===== src/rtl/gate_model_bist.sv =====
//==============================================================================
// Module      : gate_model_bist
// Description : Self-test driver for combinational gate-library models.
//               An LFSR drives the model inputs, a MISR compacts the model
//               outputs, and a small sequencer runs PATTERNS vectors and then
//               compares the final signature against a golden value.
// Ports       : clk         - rising-edge clock
//               rst_n       - asynchronous active-low reset
//               start       - run request (sampled in IDLE / DONE only)
//               golden_sig  - expected signature (sampled in CHECK)
//               dut_in      - registered stimulus vector to the gate model
//               dut_out     - gate model response (combinational from dut_in)
//               busy        - high while a run is in progress (RUN, CHECK)
//               done        - high once a run has finished, until next start
//               pass        - signature matched golden_sig (valid with done)
//               signature   - final MISR value (valid with done)
// Revision    : 1.0 - initial release
//==============================================================================
`default_nettype none

module gate_model_bist #(
    parameter int unsigned       IN_W     = 13,
    parameter int unsigned       OUT_W    = 10,
    parameter int unsigned       PATTERNS = 256,
    parameter logic [IN_W-1:0]   SEED     = 13'h0001
) (
    input  logic             clk,
    input  logic             rst_n,
    input  logic             start,
    input  logic [OUT_W-1:0] golden_sig,
    output logic [IN_W-1:0]  dut_in,
    input  logic [OUT_W-1:0] dut_out,
    output logic             busy,
    output logic             done,
    output logic             pass,
    output logic [OUT_W-1:0] signature
);

    // Wide enough to hold PATTERNS itself, so the counter never wraps in a run.
    localparam int unsigned       c_CNT_W = $clog2(PATTERNS + 1);
    localparam logic [c_CNT_W-1:0] c_LAST = c_CNT_W'(PATTERNS - 1);
    // An all-zero seed would lock the LFSR, so it is forced to 1.
    localparam logic [IN_W-1:0]   c_SEED = (SEED == '0) ? IN_W'(1) : SEED;

    typedef enum logic [1:0] {
        S_IDLE  = 2'd0,
        S_RUN   = 2'd1,
        S_CHECK = 2'd2,
        S_DONE  = 2'd3
    } state_t;

    state_t             state_q;
    logic [IN_W-1:0]    dut_in_q;
    logic [OUT_W-1:0]   misr_q;
    logic [c_CNT_W-1:0] cnt_q;
    logic               busy_q;
    logic               done_q;
    logic               pass_q;
    logic [OUT_W-1:0]   sig_q;

    logic [IN_W-1:0]    lfsr_d;
    logic [OUT_W-1:0]   misr_d;

    // Fibonacci LFSR, x^13 + x^4 + x^3 + x + 1, stepping in place on dut_in.
    always_comb begin
        lfsr_d = {dut_in_q[IN_W-2:0],
                  dut_in_q[IN_W-1] ^ dut_in_q[3] ^ dut_in_q[2] ^ dut_in_q[0]};
    end

    // MISR, x^10 + x^3 + 1: shift left, fold the top bit back into bits 0
    // and 3, and xor in the model response.
    always_comb begin
        misr_d    = {misr_q[OUT_W-2:0], 1'b0} ^ dut_out;
        misr_d[0] = misr_d[0] ^ misr_q[OUT_W-1];
        misr_d[3] = misr_d[3] ^ misr_q[OUT_W-1];
    end

    always_ff @(posedge clk or negedge rst_n) begin
        if (!rst_n) begin
            state_q  <= S_IDLE;
            dut_in_q <= '0;
            misr_q   <= '0;
            cnt_q    <= '0;
            busy_q   <= 1'b0;
            done_q   <= 1'b0;
            pass_q   <= 1'b0;
            sig_q    <= '0;
        end else begin
            unique case (state_q)
                S_IDLE, S_DONE: begin
                    if (start) begin
                        dut_in_q <= c_SEED;
                        misr_q   <= '0;
                        cnt_q    <= '0;
                        busy_q   <= 1'b1;
                        done_q   <= 1'b0;
                        pass_q   <= 1'b0;
                        state_q  <= S_RUN;
                    end
                end
                S_RUN: begin
                    // Absorb the response to the vector currently applied,
                    // then advance to the next vector.
                    misr_q   <= misr_d;
                    dut_in_q <= lfsr_d;
                    cnt_q    <= cnt_q + c_CNT_W'(1);
                    if (cnt_q == c_LAST) begin
                        state_q <= S_CHECK;
                    end
                end
                S_CHECK: begin
                    sig_q   <= misr_q;
                    pass_q  <= (misr_q == golden_sig);
                    done_q  <= 1'b1;
                    busy_q  <= 1'b0;
                    state_q <= S_DONE;
                end
                default: begin
                    state_q <= S_IDLE;
                end
            endcase
        end
    end

    assign dut_in    = dut_in_q;
    assign busy      = busy_q;
    assign done      = done_q;
    assign pass      = pass_q;
    assign signature = sig_q;

endmodule

`default_nettype wire


===== config.mk =====
export PLATFORM = sky130hd
export DESIGN_NAME = gate_model_bist
export DESIGN_NICKNAME = d
export VERILOG_FILES = /design/src/rtl/gate_model_bist.sv
export SDC_FILE = /design/constraint.sdc
export NUM_CORES = 1
export LEC_CHECK = 0
export CAP_MARGIN = 10
export CORE_ASPECT_RATIO = 0.8
export CORE_MARGIN = 8
export CORE_UTILIZATION = 25
export CTS_BUF_LIST = sky130_fd_sc_hd__clkbuf_8
export DETAILED_ROUTE_END_ITERATION = 7
export PLACE_DENSITY_LB_ADDON = 0.2
export SLEW_MARGIN = 20
export SYNTH_ARGS = -nofsm -noshare
export SYNTH_HDL_FRONTEND = slang
export SYNTH_SLANG_ARGS = --single-unit

===== constraint.sdc =====
create_clock -name clk -period 1.8 [get_ports clk]
set_clock_uncertainty 0.1 [all_clocks]
set_input_delay 0.36 -clock clk [delete_from_list [all_inputs] [get_ports clk]]
set_output_delay 0.36 -clock clk [all_outputs]
set_load 0.02 [all_outputs]

==> reports/results.ini, run 1 <==
[power_and_ir_drop]
power.density_mw_per_mm2 = 1540
vdd_ir_drop_max_mv = 0.535
p_leak_nw = 1.45

[timing]
fin_ws_ps = 37.3
clock.fmax_ghz = 0.567
setup_repair_after_global_routing_missed_its_margin = false
period_minus_slack_ps = 1760
post-route-period-util_pct = 97.9
fin_worst_hold_slack_ps = 393
finalHoldViolations = 0
max_slew_margin_pct = 76.4
setup-violations-final = 0
slew_viol_final = 0
actual_transition_at_the_worst_max_transition_pin_ps = 354
setup_tns_ps = 0

[yosys]
synth_nets = 212
ys_types = 26
synth-seq-cells = 47
syn-cell-area_mm2 = 0.00212
ys_seq_area_share_pct = 55.4
post_synth.cell_area_avg_um2 = 11.5
synth-warning-count = 0
postSynthCellCount = 184

[cells_and_area]
antenna_cells = 0
commonest_non_fill_non_tap_cells_in_the_layout = sky130_fd_sc_hd__dfrtp_1, sky130_fd_sc_hd__clkdlybuf4s50_1, sky130_fd_sc_hd__xnor2_1
final_cell_count_no_fill = 362
mostFrequentLayoutCell = sky130_fd_sc_hd__dfrtp_1
area_growth_syn_to_layout_pct = 42.7
nNetsFinal = 277
layout-drive-gt1-share_pct = 15.6

[clock_network]
cts_sinks = 47
depth_of_the_cts_h_tree = 2
post-cts-setup-buffer-count = 0
cts-root-buf = sky130_fd_sc_hd__clkbuf_8
cts_tree = yes
cts-root-to-sink-buffers = 2
worst_skew_pair.late_latency_ps = 300
cts_made_buffers = 5
cts.reportedPaths.clkPinSlew_ps = 90

[placement]
dp_worst_setup_slack_ps = -139
finalWeightedCongestion = 0.709
dp_hpwl_mm = 3.61
port_buffers = 48
numPlacedInstances = 352

[routing]
post-route-drc-count = 0
route.detailed.vias_per_inst = 4.16
detail_route.wirelength_mm = 5.05
vias = 1506
antenna_violating_nets_post_route = 0
detailedRoute.firstPassIterationCount = 4
detailedRoute.firstIterationViolations = 57
route.detailed.wl_per_inst_um = 14.0

[worst_setup_path]
biggest_fanout_along_the_worst_timing_path = 3
cpLargestDelayFamily = buffers and inverters
critical_path.endpoint = dut_in[10]
r2r_cells = 6
slowest_stage = sky130_fd_sc_hd__clkdlybuf4s50_1
worst_r2r_endpoint = cnt_q[7]
timing.reg2reg.setup_slack_ps = 120
cp.arrival_ps = 1300
timing.critical_path.depth = 1
startpoint = dut_in[10]
crit_type = reg2out
crit_chain = clkdlybuf4s50_1
data_required_time_at_the_worst_endpoint_ps = 1340
critical-path-max-stage-delay_ps = 630
regToRegStartpoint = state_q[1]
critPathCaptureType = output pin
start_kind = register
crit_buf_inv = 1

[floorplan]
fp-row-count = 30
die_h_um = 98.4
core_area_mm2 = 0.00837
start_util_pct = 25.4
die-area_mm2 = 0.0117
die_w_um = 119
number_of_top_level_pins = 49

[flow_run]
max_cap_viol_count = 0

[grt]
grt_antenna_before_repair = 0
first_global_vias = 1693
grt_pass1_wl_mm = 8.52
overflow = 0
grt_max_degree = 35
grt.total_usage_pct = 8.93

[status]
status = complete, no violations

[min_path]
min_delay_path_depth = 2
holdCritPathClass = reg2reg

tightest hold or removal path, stage by stage, from the launching register on:
cell and delay, ps:
sky130_fd_sc_hd__dfrtp_1 350, sky130_fd_sc_hd__nand2_1 40, sky130_fd_sc_hd__o21ai_0 70
metal layers:
metal | global-route usage (%) | vias to the layer above | part of all wire (%)
li1 | - | 766 | -
met1 | 11.4 | 699 | 50
met2 | 13.2 | 39 | 41
met3 | 4.33 | 2 | 8.4
met4 | 2.04 | 0 | 0.38
met5 | 0 | - | 0
synth_stat cells:
cell / n / area, µm²
sky130_fd_sc_hd__nand3_1: 4 / 20.0
sky130_fd_sc_hd__inv_1: 5 / 18.8
sky130_fd_sc_hd__clkbuf_1: 2 / 7.51
sky130_fd_sc_hd__mux2i_2: 1 / 13.8
sky130_fd_sc_hd__a22o_1: 13 / 114
sky130_fd_sc_hd__mux2_2: 10 / 113
sky130_fd_sc_hd__nand2b_1: 1 / 6.26
sky130_fd_sc_hd__xnor2_1: 19 / 166
sky130_fd_sc_hd__nor4_1: 1 / 6.26
sky130_fd_sc_hd__ha_1: 5 / 62.6
sky130_fd_sc_hd__xnor3_1: 1 / 22.5
sky130_fd_sc_hd__nor3_1: 2 / 10.0
sky130_fd_sc_hd__nor2b_1: 2 / 12.5
sky130_fd_sc_hd__a21oi_1: 6 / 30.0
sky130_fd_sc_hd__nor2_1: 11 / 41.3
sky130_fd_sc_hd__o22ai_1: 1 / 6.26
sky130_fd_sc_hd__o21ai_0: 18 / 90.1
sky130_fd_sc_hd__buf_6: 1 / 11.3
sky130_fd_sc_hd__and2_1: 1 / 6.26
sky130_fd_sc_hd__nor3_4: 1 / 16.3
sky130_fd_sc_hd__nand2_1: 17 / 63.8
sky130_fd_sc_hd__xor2_1: 7 / 61.3
sky130_fd_sc_hd__buf_2: 3 / 15.0
sky130_fd_sc_hd__nand4_1: 3 / 18.8
sky130_fd_sc_hd__dfrtp_1: 47 / 1180
sky130_fd_sc_hd__or3_1: 2 / 12.5
how the worst min path moves through the flow:
stage | endpoint | startpoint | slack [ps]
2_1_floorplan | busy | rst_n | -40
3_3_place_gp | cnt_q[5] | rst_n | 200
3_5_place_dp | cnt_q[5] | rst_n | 200
4_1_cts | cnt_q[8] | cnt_q[8] | 400
5_1_grt | signature[5] | signature[5] | 440
6_report | cnt_q[8] | cnt_q[8] | 390
through the flow:
stage          area, µm²  util (%)  power [mW]
2_1_floorplan       2120         -        2.88
4_1_cts             2980      35.5        4.71
3_3_place_gp        2830      33.8        3.79
3_5_place_dp        2830      33.8        3.80
5_1_grt             3030      36.2        5.02
6_report            3030      36.2        4.67
where the power goes:
part	leakage [nW]	switching, mW	internal [mW]	total [mW]
clock network	0.0618	0.364	0.457	0.822
registers	0.616	0.288	1.37	1.66
logic	0.776	1.08	1.10	2.18
logic make-up after synthesis:
logic type | after synthesis | share of synthesized area (%)
flip-flops | 47 | 55.4
AND/OR/NAND/NOR | 45 | 10.1
AO/OA/AOI/OAI | 38 | 11.3
XOR/XNOR | 27 | 11.8
buffers and inverters | 11 | 2.48
multiplexers | 11 | 5.96
adder cells (fa/ha/maj) | 5 | 2.95
layout make-up:
class,count,area (µm²)
fill,838,5340
sequential,47,1180
multi-input combinational,127,942
timing repair buffer,63,631
tap,112,140
clock buffer,6,82.6
clock inverter,2,38.8
inverter,5,18.8
registers in the layout (all words and copies together), names as in the netlist:
| register | cells |
|---|---|
| done | 1 |
| cnt_q | 9 |
| pass | 1 |
| signature | 10 |
| misr_q | 10 |
| busy | 1 |
| state_q | 2 |
| dut_in | 13 |
timing repair:
action	4_1_cts	5_1_grt
pin swaps	0	0
hold buffers	1	0
resized for setup	5	15
setup endpoints to repair	17	40
gates cloned	1	0
endpoints found under the hold margin	13	0
Note: power is estimated with default switching activity, not from simulation.
==> run 2, diff against run 1 <==
--- a/config.mk
+++ b/config.mk
@@ -12,6 +12,7 @@
 export CTS_BUF_LIST = sky130_fd_sc_hd__clkbuf_8
 export DETAILED_ROUTE_END_ITERATION = 7
 export PLACE_DENSITY_LB_ADDON = 0.2
+export SETUP_SLACK_MARGIN = 0.15
 export SLEW_MARGIN = 20
 export SYNTH_ARGS = -nofsm -noshare
 export SYNTH_HDL_FRONTEND = slang
==> reports/results.ini, run 2 (synthesized netlist as in run 1, its figures left out) <==
[worst_setup_path]
crit_type = reg2reg
startpoint = state_q[1]
crit_chain = ha_4, mux2i_4, buf_12, or3_4, a21oi_2
slowest_stage = sky130_fd_sc_hd__dfrtp_1
start_kind = register
crit_buf_inv = 1
biggest_fanout_along_the_worst_timing_path = 13
data_required_time_at_the_worst_endpoint_ps = 1930
cp.arrival_ps = 1840
critical_path.endpoint = cnt_q[4]
worst_r2r_endpoint = cnt_q[4]
regToRegStartpoint = state_q[1]
timing.reg2reg.setup_slack_ps = 90
critPathCaptureType = register
critical-path-max-stage-delay_ps = 440
timing.critical_path.depth = 5
cpLargestDelayFamily = flip-flops
r2r_cells = 5

[timing]
fin_worst_hold_slack_ps = 391
fin_ws_ps = 86.9
setup-violations-final = 0
post-route-period-util_pct = 95.2
setup_repair_after_global_routing_missed_its_margin = true
slew_viol_final = 0
clock.fmax_ghz = 0.584
setup_tns_ps = 0
period_minus_slack_ps = 1710
finalHoldViolations = 0
max_slew_margin_pct = 73.7
actual_transition_at_the_worst_max_transition_pin_ps = 394

[routing]
route.detailed.wl_per_inst_um = 13.7
route.detailed.vias_per_inst = 4.25
detailedRoute.firstIterationViolations = 69
post-route-drc-count = 0
detailedRoute.firstPassIterationCount = 3
detail_route.wirelength_mm = 4.97
antenna_violating_nets_post_route = 0
vias = 1546

[clock_network]
cts-root-to-sink-buffers = 2
depth_of_the_cts_h_tree = 2
cts_sinks = 47
cts_made_buffers = 5
cts_tree = yes
cts-root-buf = sky130_fd_sc_hd__clkbuf_8
worst_skew_pair.late_latency_ps = 300
cts.reportedPaths.clkPinSlew_ps = 100

[power_and_ir_drop]
p_leak_nw = 1.38
design_power_total_mw = 4.50
p_int_mw = 2.74
share_comb_of_total_power_pct = 48.4
power.share.sequential_pct = 36.9
clk_pwr_share_pct = 14.7
switching_fraction_pct = 39.1
vdd_ir_drop_max_mv = 0.429
power.net_switching_mw = 1.76
power.density_mw_per_mm2 = 1510

[floorplan]
core_area_mm2 = 0.00837
die_h_um = 98.4
die-area_mm2 = 0.0117
die_w_um = 119
number_of_top_level_pins = 49
start_util_pct = 25.4
fp-row-count = 30

[cells_and_area]
commonest_non_fill_non_tap_cells_in_the_layout = sky130_fd_sc_hd__dfrtp_1, sky130_fd_sc_hd__dlygate4sd2_1, sky130_fd_sc_hd__clkdlybuf4s50_1
mostFrequentLayoutCell = sky130_fd_sc_hd__dfrtp_1
layout-drive-gt1-share_pct = 19.8
nNetsFinal = 279
largest_register_ff_count = 13
area_growth_syn_to_layout_pct = 40.5
antenna_cells = 0

[min_path]
min_delay_path_depth = 2
holdCritPathClass = reg2reg

[grt]
overflow = 0
grt_antenna_before_repair = 0
grt_max_degree = 24
grt_pass1_wl_mm = 8.51
grt.total_usage_pct = 8.87
first_global_vias = 1697

[flow_run]
max_cap_viol_count = 0

[placement]
finalWeightedCongestion = 0.721
dp_hpwl_mm = 3.74
port_buffers = 48
dp_worst_setup_slack_ps = -157

[status]
status = complete, no violations

[run 2: stage by stage]
step | util [%] | instance area [µm²] | instances
CTS | 35.3 | 2950 | 363
global route | 35.6 | 2980 | 364
finish | 35.6 | 2980 | 364
global placement | 33.9 | 2840 | 351
floorplan | - | 2150 | 184
detailed placement | 33.9 | 2840 | 351
[run 2: worst min-delay path by stage]
stage	from	end	slack (ps)
2_1_floorplan	rst_n	busy	-40
3_3_place_gp	rst_n	dut_in[3]	210
4_1_cts	cnt_q[8]	cnt_q[8]	390
5_1_grt	signature[5]	signature[5]	440
6_report	cnt_q[8]	cnt_q[8]	390
3_5_place_dp	rst_n	dut_in[12]	210
[run 2: power groups by stage]
stage / registers (mW) / clock network [mW] / logic (mW)
finish: 1.66 / 0.659 / 2.18
global route: 1.72 / 0.724 / 2.39
CTS: 1.67 / 0.683 / 2.17
detailed placement: 1.70 / 0 / 2.13
global placement: 1.70 / 0 / 2.12
floorplan: 1.84 / 0 / 1.13
[run 2: layout make-up]
type,count,area [µm²]
Inverter,5,18.8
Sequential cell,47,1180
Tap cell,112,140
Multi-Input combinational cell,126,950
Fill cell,857,5390
Clock inverter,3,22.5
Clock buffer,5,68.8
Timing Repair Buffer,66,606
[run 2: timing repair]
item                                    4_1_cts  5_1_grt
buffers inserted                              3        1
hold endpoints to repair                     14        0
endpoints found under the setup margin       58       34
resized for setup                            30        8
pin swaps                                     1        0
hold buffers                                  1        0
[run 2: worst min-delay path, stage by stage (launching register included)]
cell and delay, ps:
sky130_fd_sc_hd__dfrtp_1 350, sky130_fd_sc_hd__nand2_1 40, sky130_fd_sc_hd__o21ai_0 60
[run 2: per-layer routing]
| metal | wire (µm) | up-vias | part of all wire, % | global-route usage [%] |
|---|---|---|---|---|
| met4 | 29 | 0 | 0.58 | 2.04 |
| met1 | 2470 | 742 | 50 | 11.6 |
| li1 | - | 772 | - | - |
| met5 | 0 | - | 0 | 0 |
| met3 | 190 | 4 | 3.8 | 2.77 |
| met2 | 2280 | 28 | 46 | 13.9 |
